--- config.mk ---
export PLATFORM = sky130hd
export DESIGN_NAME = ex_flag_stage
export DESIGN_NICKNAME = d
export VERILOG_FILES = /design/src/rtl/ex_flag_stage.sv
export SDC_FILE = /design/constraint.sdc
export NUM_CORES = 1
export LEC_CHECK = 0
export CAP_MARGIN = 25
export CORE_ASPECT_RATIO = 0.8
export CORE_MARGIN = 3
export CORE_UTILIZATION = 42
export DETAILED_ROUTE_END_ITERATION = 8
export PLACE_DENSITY = 0.87
export SETUP_SLACK_MARGIN = 0.15
export SYNTH_ARGS = -nofsm -noshare
export SYNTH_HDL_FRONTEND = slang
export SYNTH_SLANG_ARGS = --single-unit
--- constraint.sdc ---
create_clock -name clk -period 3.43 [get_ports clk]
set_input_delay 0.686 -clock clk [delete_from_list [all_inputs] [get_ports clk]]
set_output_delay 0.686 -clock clk [all_outputs]
set_load 0.005 [all_outputs]
--- src/rtl/ex_flag_stage.sv ---
// Execute-to-memory pipeline register with the architectural Z/N flags.
// Resolves BRZ/BRN/JUMP against the pre-edge flags and pulses a redirect to fetch.
module ex_flag_stage #(
  parameter int CNT_W = 16
) (
  input  logic             clk,
  input  logic             rst,
  input  logic [31:0]      alu_out,
  input  logic             alu_z,
  input  logic             alu_n,
  input  logic             in_valid,
  input  logic [5:0]       in_rd,
  input  logic             in_regwrite,
  input  logic             in_memread,
  input  logic             in_memwrite,
  input  logic             in_memtoreg,
  input  logic             in_setflags,
  input  logic             in_brz,
  input  logic             in_brn,
  input  logic             in_jump,
  input  logic [31:0]      in_target,
  input  logic [31:0]      in_store_data,
  input  logic             stall,
  input  logic             flush,
  output logic             out_valid,
  output logic [31:0]      out_result,
  output logic [5:0]       out_rd,
  output logic             out_regwrite,
  output logic             out_memread,
  output logic             out_memwrite,
  output logic             out_memtoreg,
  output logic [31:0]      out_store_data,
  output logic             z_flag,
  output logic             n_flag,
  output logic             redirect,
  output logic [31:0]      redirect_pc,
  output logic [CNT_W-1:0] br_count
);

  // Flags sampled here are the registered values, i.e. from the previous
  // flag-setting instruction, never from the branch itself.
  logic taken;
  assign taken = in_jump | (in_brz & z_flag) | (in_brn & n_flag);

  always_ff @(posedge clk) begin
    if (rst) begin
      out_valid      <= 1'b0;
      out_result     <= '0;
      out_rd         <= '0;
      out_regwrite   <= 1'b0;
      out_memread    <= 1'b0;
      out_memwrite   <= 1'b0;
      out_memtoreg   <= 1'b0;
      out_store_data <= '0;
      z_flag         <= 1'b0;
      n_flag         <= 1'b0;
      redirect       <= 1'b0;
      redirect_pc    <= '0;
      br_count       <= '0;
    end else if (flush) begin
      out_valid <= 1'b0;
      redirect  <= 1'b0;
    end else if (stall) begin
      // Dropping redirect keeps it a single pulse even if the stage is held.
      redirect <= 1'b0;
    end else if (!in_valid) begin
      out_valid <= 1'b0;
      redirect  <= 1'b0;
    end else begin
      out_valid      <= 1'b1;
      out_result     <= alu_out;
      out_rd         <= in_rd;
      out_regwrite   <= in_regwrite;
      out_memread    <= in_memread;
      out_memwrite   <= in_memwrite;
      out_memtoreg   <= in_memtoreg;
      out_store_data <= in_store_data;
      redirect       <= taken;
      if (taken) begin
        redirect_pc <= in_target;
        br_count    <= br_count + CNT_W'(1);
      end
      if (in_setflags) begin
        z_flag <= alu_z;
        n_flag <= alu_n;
      end
    end
  end

endmodule

**Word level (Yosys, flattened, before mapping)**

Cells that the tools add are included.
W data, S select, Z words.

- Multiplexer cells: 1
- Divide/modulo/power cells: 0
- Reductions and logical operators: 5
- Eq/ne operators: 0
- Order comparisons: 0
- Shifts and indexed selects: 0
- Add/subtract/negate cells: 1
- $mul: 0
- Bitwise operators: 7

Operators with widths:

| cell | count |
|---|---|
| $add A16 B1 Y16 const B | 1 |
| $reduce_and A4 Y1 | 2 |
| $reduce_or A4 Y1 | 1 |
| $not A1 Y1 | 3 |
| $reduce_and A3 Y1 | 1 |
| $and A1 B1 Y1 | 2 |
| $or A1 B1 Y1 | 2 |
| $reduce_or A2 Y1 | 1 |
| $mux W1 | 1 |

- Word-level logic and storage cells: 27
- Input bits: 117
- Register bits: 126
- Memories: 0
- Output and inout port bits: 126
- RAM bits: 0
- Latch bits: 0
- Memory bits (read-only): 0

**Depth between registers and ports, before layout**

- Word-level depth: 4
- Depth in mapped cells: 6
- Depth with buffers taken out: 5

**Worst setup path before layout**

OpenSTA, ideal clock, no wires.

- Path kind: in2reg
- Start point: input stall
- End point: register br_count[15]
- Arrival time: 2.353 ns
- Setup slack: 1.007 ns
- Path buffers: 2
- Data required time: 3.360 ns
- Cell stages on the path: 6
- Cell sequence: or3b_1 -> buf_2 -> or4_1 -> buf_2 -> or4_1 -> a21oi_1

- Cells in the longest elaborated chain, start to end: 2

RTL lines:

| element | line | text |
|---|---|---|
| from (decl) | 23 | `input logic stall,` |
| $not A1 Y1 (no source line) | - |  |
| $reduce_and A4 Y1 (no source line) | - |  |
| to (signal assigned) | 81 | `br_count <= br_count + CNT_W'(1);` |
| to (decl) | 37 | `output logic [CNT_W-1:0] br_count` |

Every way passes these cells.
A chain may end at the register's enable or synchronous reset.

**Worst setup path after layout**

- Start point: input stall
- End point: register redirect_pc[22]

- Cells in the longest elaborated chain, start to end: 2

RTL lines:

| element | line | text |
|---|---|---|
| $not A1 Y1 (no source line) | - |  |
| $reduce_and A4 Y1 (no source line) | - |  |
| to (signal assigned) | 80 | `redirect_pc <= in_target;` |
| to (decl) | 36 | `output logic [31:0] redirect_pc,` |

Every way passes these cells.

==> results.txt <==
- At the end of routability-driven placement, the weighted congestion stood at 0.7536.
- Portion of total power attributed to the clock network: 48.6%
- Final Non-Filler Cells: 949
- Setup violations remaining at the end of the flow were counted as 0.
* Aggregate global-route resource usage: 23.90%
- Input and output buffers added on the ports amount to 242.
- In the final design database the tool counted 914 nets.
- Maximum number of pins on one net before global-route repair: 80
- In this run the number of H-tree levels came out at 4.
- Seq pwr share: 42.2%
- Pre-CTS setup slack: 0.3737 ns
* Leakage: 2.616 nW
- The mapped netlist covers 0.004473 mm2.
- Setup repair after global routing left no endpoint under its margin.
- CTS saw 126 sinks.
- Hold is met by 0.4524 ns.
- Clock slew at the register clock pins of the worst setup and hold paths: 0.05 ns
- Avg Cell Area, Syn: 7.931 um2
- Number of standard-cell rows in the floorplan: 33
- The initial antenna violation count is 0.
- The die is 121.4 um wide.
* Combinational fraction of design power: 9.2%
- Number of buffers added by the clock tree synthesis step: 17
* Max-cap viol count: 0
- The first detailed-routing pass ran for 4 iterations.
- After detailed routing, the number of vias per cell comes to 4.998.
- Net Sw Frac: 21.00%
- Via count: 4743
- Final critical path time including I/O delays and setup: 2.633 ns
* Global-route wire length before repair: 22720 um
- The clock reaches the later pin of the worst-skew pair after 0.39 ns.
* Count of antenna-violating nets left after detailed routing: 0
- For the pin with the worst max-slew slack, the measured transition is 0.8039 ns.
* CTS tree: done
* Part of the Yosys area used for sequential elements: 56.39%
- Cts repair resizes: 0
* GRT overflow: 0
- Slew Limit Headroom: 46.41%
- The netlist uses 27 different library cells.
- In the final timing run, aggregate negative setup slack is 0 ns.
- The worst setup path is captured at a flip-flop.
- The cell count after synthesis came out at 564.
- Slack of the critical path: 0.7965 ns
* Clock Root Buffer: sky130_fd_sc_hd__clkbuf_16
* Fin. Hold Viols: 0
- Yosys reg bits: 126
* Outcome: completed
- Once the floorplan was initialized, standard cells occupied 43.33% of the core.
- WL/cell: 15.25 um
* Worst Setup Start Kind: primary input
- The floorplan step set the die height to 98.31 um.
- Layout cells sized above 1: 5.439%
- Die footprint: 0.01193 mm2
* Final clock period utilization by the worst path: 76.78%
* P&R area growth vs syn: 70.04%
* Total Wirelength: 14480 um
* Maximum root-to-sink buffer count: 2
* Kind of path behind the tightest hold check: flip-flop to flip-flop
- Post-CTS Hold Buffers: 0
- Maximum VDD drop: 331.3 uV
- Dpl cells: 917
* Antenna cell count: 0
- Biggest fanout along the worst timing path: 79
* Worst Path Required: 3.75 ns
- After clock tree synthesis, the setup repair step added 0 buffers.
* Warning count from the yosys run: 0
- The HPWL after detailed placement is 10500 um.
- For this design the top-level I/O count stands at 243.
- Internal power comes to 0.002854 W.
* Total power density per cell area: 475.0 mW/mm2
* Net count after synthesis: 682
- Data on the critical path arrives at its endpoint at 2.95 ns.
- Setup clock skew after layout: 0.009239 ns
- Final Slew Violations: 0
* Initial drt markers: 204
- For this run, design rule violations remaining after detail routing come to 0.
* Switching power: 0.0007587 W
* Area of the placeable core: 0.01032 mm2
- Peak clock frequency supported by timing: 379.7 MHz
* Vias in the first global route: 4669
- Crit Path Class: primary input to flip-flop
[state kept, by name, indices dropped and copies added (netlist names)]
name            flops
out_result         32
out_store_data     32
redirect_pc        32
br_count           16
out_rd              6
n_flag              1
out_memread         1
out_memtoreg        1
out_memwrite        1
out_regwrite        1
out_valid           1
redirect            1
z_flag              1
[power groups by stage]
stage          registers [W]  clock network (W)  logic [W]
5_1_grt              0.00153            0.00186   0.000358
3_3_place_gp         0.00155                  0   0.000323
4_1_cts              0.00152            0.00179   0.000334
2_1_floorplan        0.00156                  0  0.0000890
6_report             0.00152            0.00176   0.000332
3_5_place_dp         0.00155                  0   0.000330
[logic make-up (layout without fill, tap and decap cells)]
family	after synthesis	after routing	share of synthesized area (%)
and+or+nand+nor	265	265	24.00
DFF	126	126	56.39
AOI/OAI and AO/OA	123	123	14.01
buffers and inverters	39	284	3.329
xor gates and xnor gates	9	9	1.762
adders and majority gates	1	1	0.2797
muxes	1	1	0.2238
[final cells by class]
class	instances	area, um2
clock inverters	10	111.4
well taps	140	175.2
fillers	741	2716
clock buffers	22	484.2
multi-input cells	399	1809
repair buffers	251	2500
flip-flops and latches	126	2522
inverters	1	3.754
[routing by layer]
metal,global-route usage [%],up-vias,share of wire [%]
li1,-,2313,-
met5,0,-,0
met4,10.34,0,2.8
met2,41.74,196,52
met1,25.26,2206,37
met3,9.844,28,8.6
[worst max-delay path, cell delays in order]
cell and delay, ns:
sky130_fd_sc_hd__clkdlybuf4s50_1 0.48, sky130_fd_sc_hd__or3b_2 0.54, sky130_fd_sc_hd__buf_4 0.38, sky130_fd_sc_hd__nor2_2 0.43, sky130_fd_sc_hd__buf_12 0.22, sky130_fd_sc_hd__nand2_1 0.07, sky130_fd_sc_hd__a21oi_1 0.14
[cells in the mapped netlist, drive strengths merged]
cell	n	area, um2
mux2i	1	10.01
nand3	9	45.04
nor4	4	25.02
nand4bb	1	11.26
a221oi	1	8.760
xor2	2	17.52
buf	5	21.27
clkbuf	33	123.9
nor3b	1	7.510
nor2	11	41.29
a21oi	115	575.6
a221o	1	10.01
o31ai	1	7.510
nand4	3	18.77
nor3	3	15.01
dfxtp	126	2522
o21ai	5	25.02
and2	1	6.260
and4	1	8.760
or3	6	37.54
xnor2	7	61.31
inv	1	3.750
nand2	222	833.3
ha	1	12.51
or3b	1	8.760
or4	2	15.01
[cells in the final DEF (no fill, tap or decap), types with 5 or more instances in the layout]
cell type,Yosys,routed
sky130_fd_sc_hd__clkbuf_16,0,17
sky130_fd_sc_hd__nor2_1,11,10
sky130_fd_sc_hd__nand3_1,9,9
sky130_fd_sc_hd__dfxtp_1,126,126
sky130_fd_sc_hd__xnor2_1,7,7
sky130_fd_sc_hd__clkdlybuf4s50_1,0,241
sky130_fd_sc_hd__a21oi_1,115,115
sky130_fd_sc_hd__o21ai_0,5,5
sky130_fd_sc_hd__buf_4,0,9
sky130_fd_sc_hd__or3_1,6,6
sky130_fd_sc_hd__nand2_1,222,222
[worst paths after layout]
check | cells after the start | endpoint | slack, ns | from
hold / removal | 2 | out_result[26]$_SDFFE_PP0P_ | 0.45 | out_result[26]$_SDFFE_PP0P_
hold reg to reg | 2 | out_result[26]$_SDFFE_PP0P_ | 0.45 | out_result[26]$_SDFFE_PP0P_
setup reg to reg | 5 | br_count[14]$_SDFFE_PP0P_ | 1.38 | br_count[0]$_SDFFE_PP0P_
setup / recovery | 7 | redirect_pc[22]$_SDFFE_PP0P_ | 0.80 | stall
[stage by stage]
step	utilization, %	instance area (um2)	power, W
6_report	73.68	7606	0.003613
4_1_cts	73.68	7606	0.003647
5_1_grt	73.68	7606	0.003746
3_3_place_gp	67.92	7010	0.001875
2_1_floorplan	-	4473	0.001645
3_5_place_dp	67.92	7010	0.001885
Note: power is estimated with default switching activity, not from simulation.
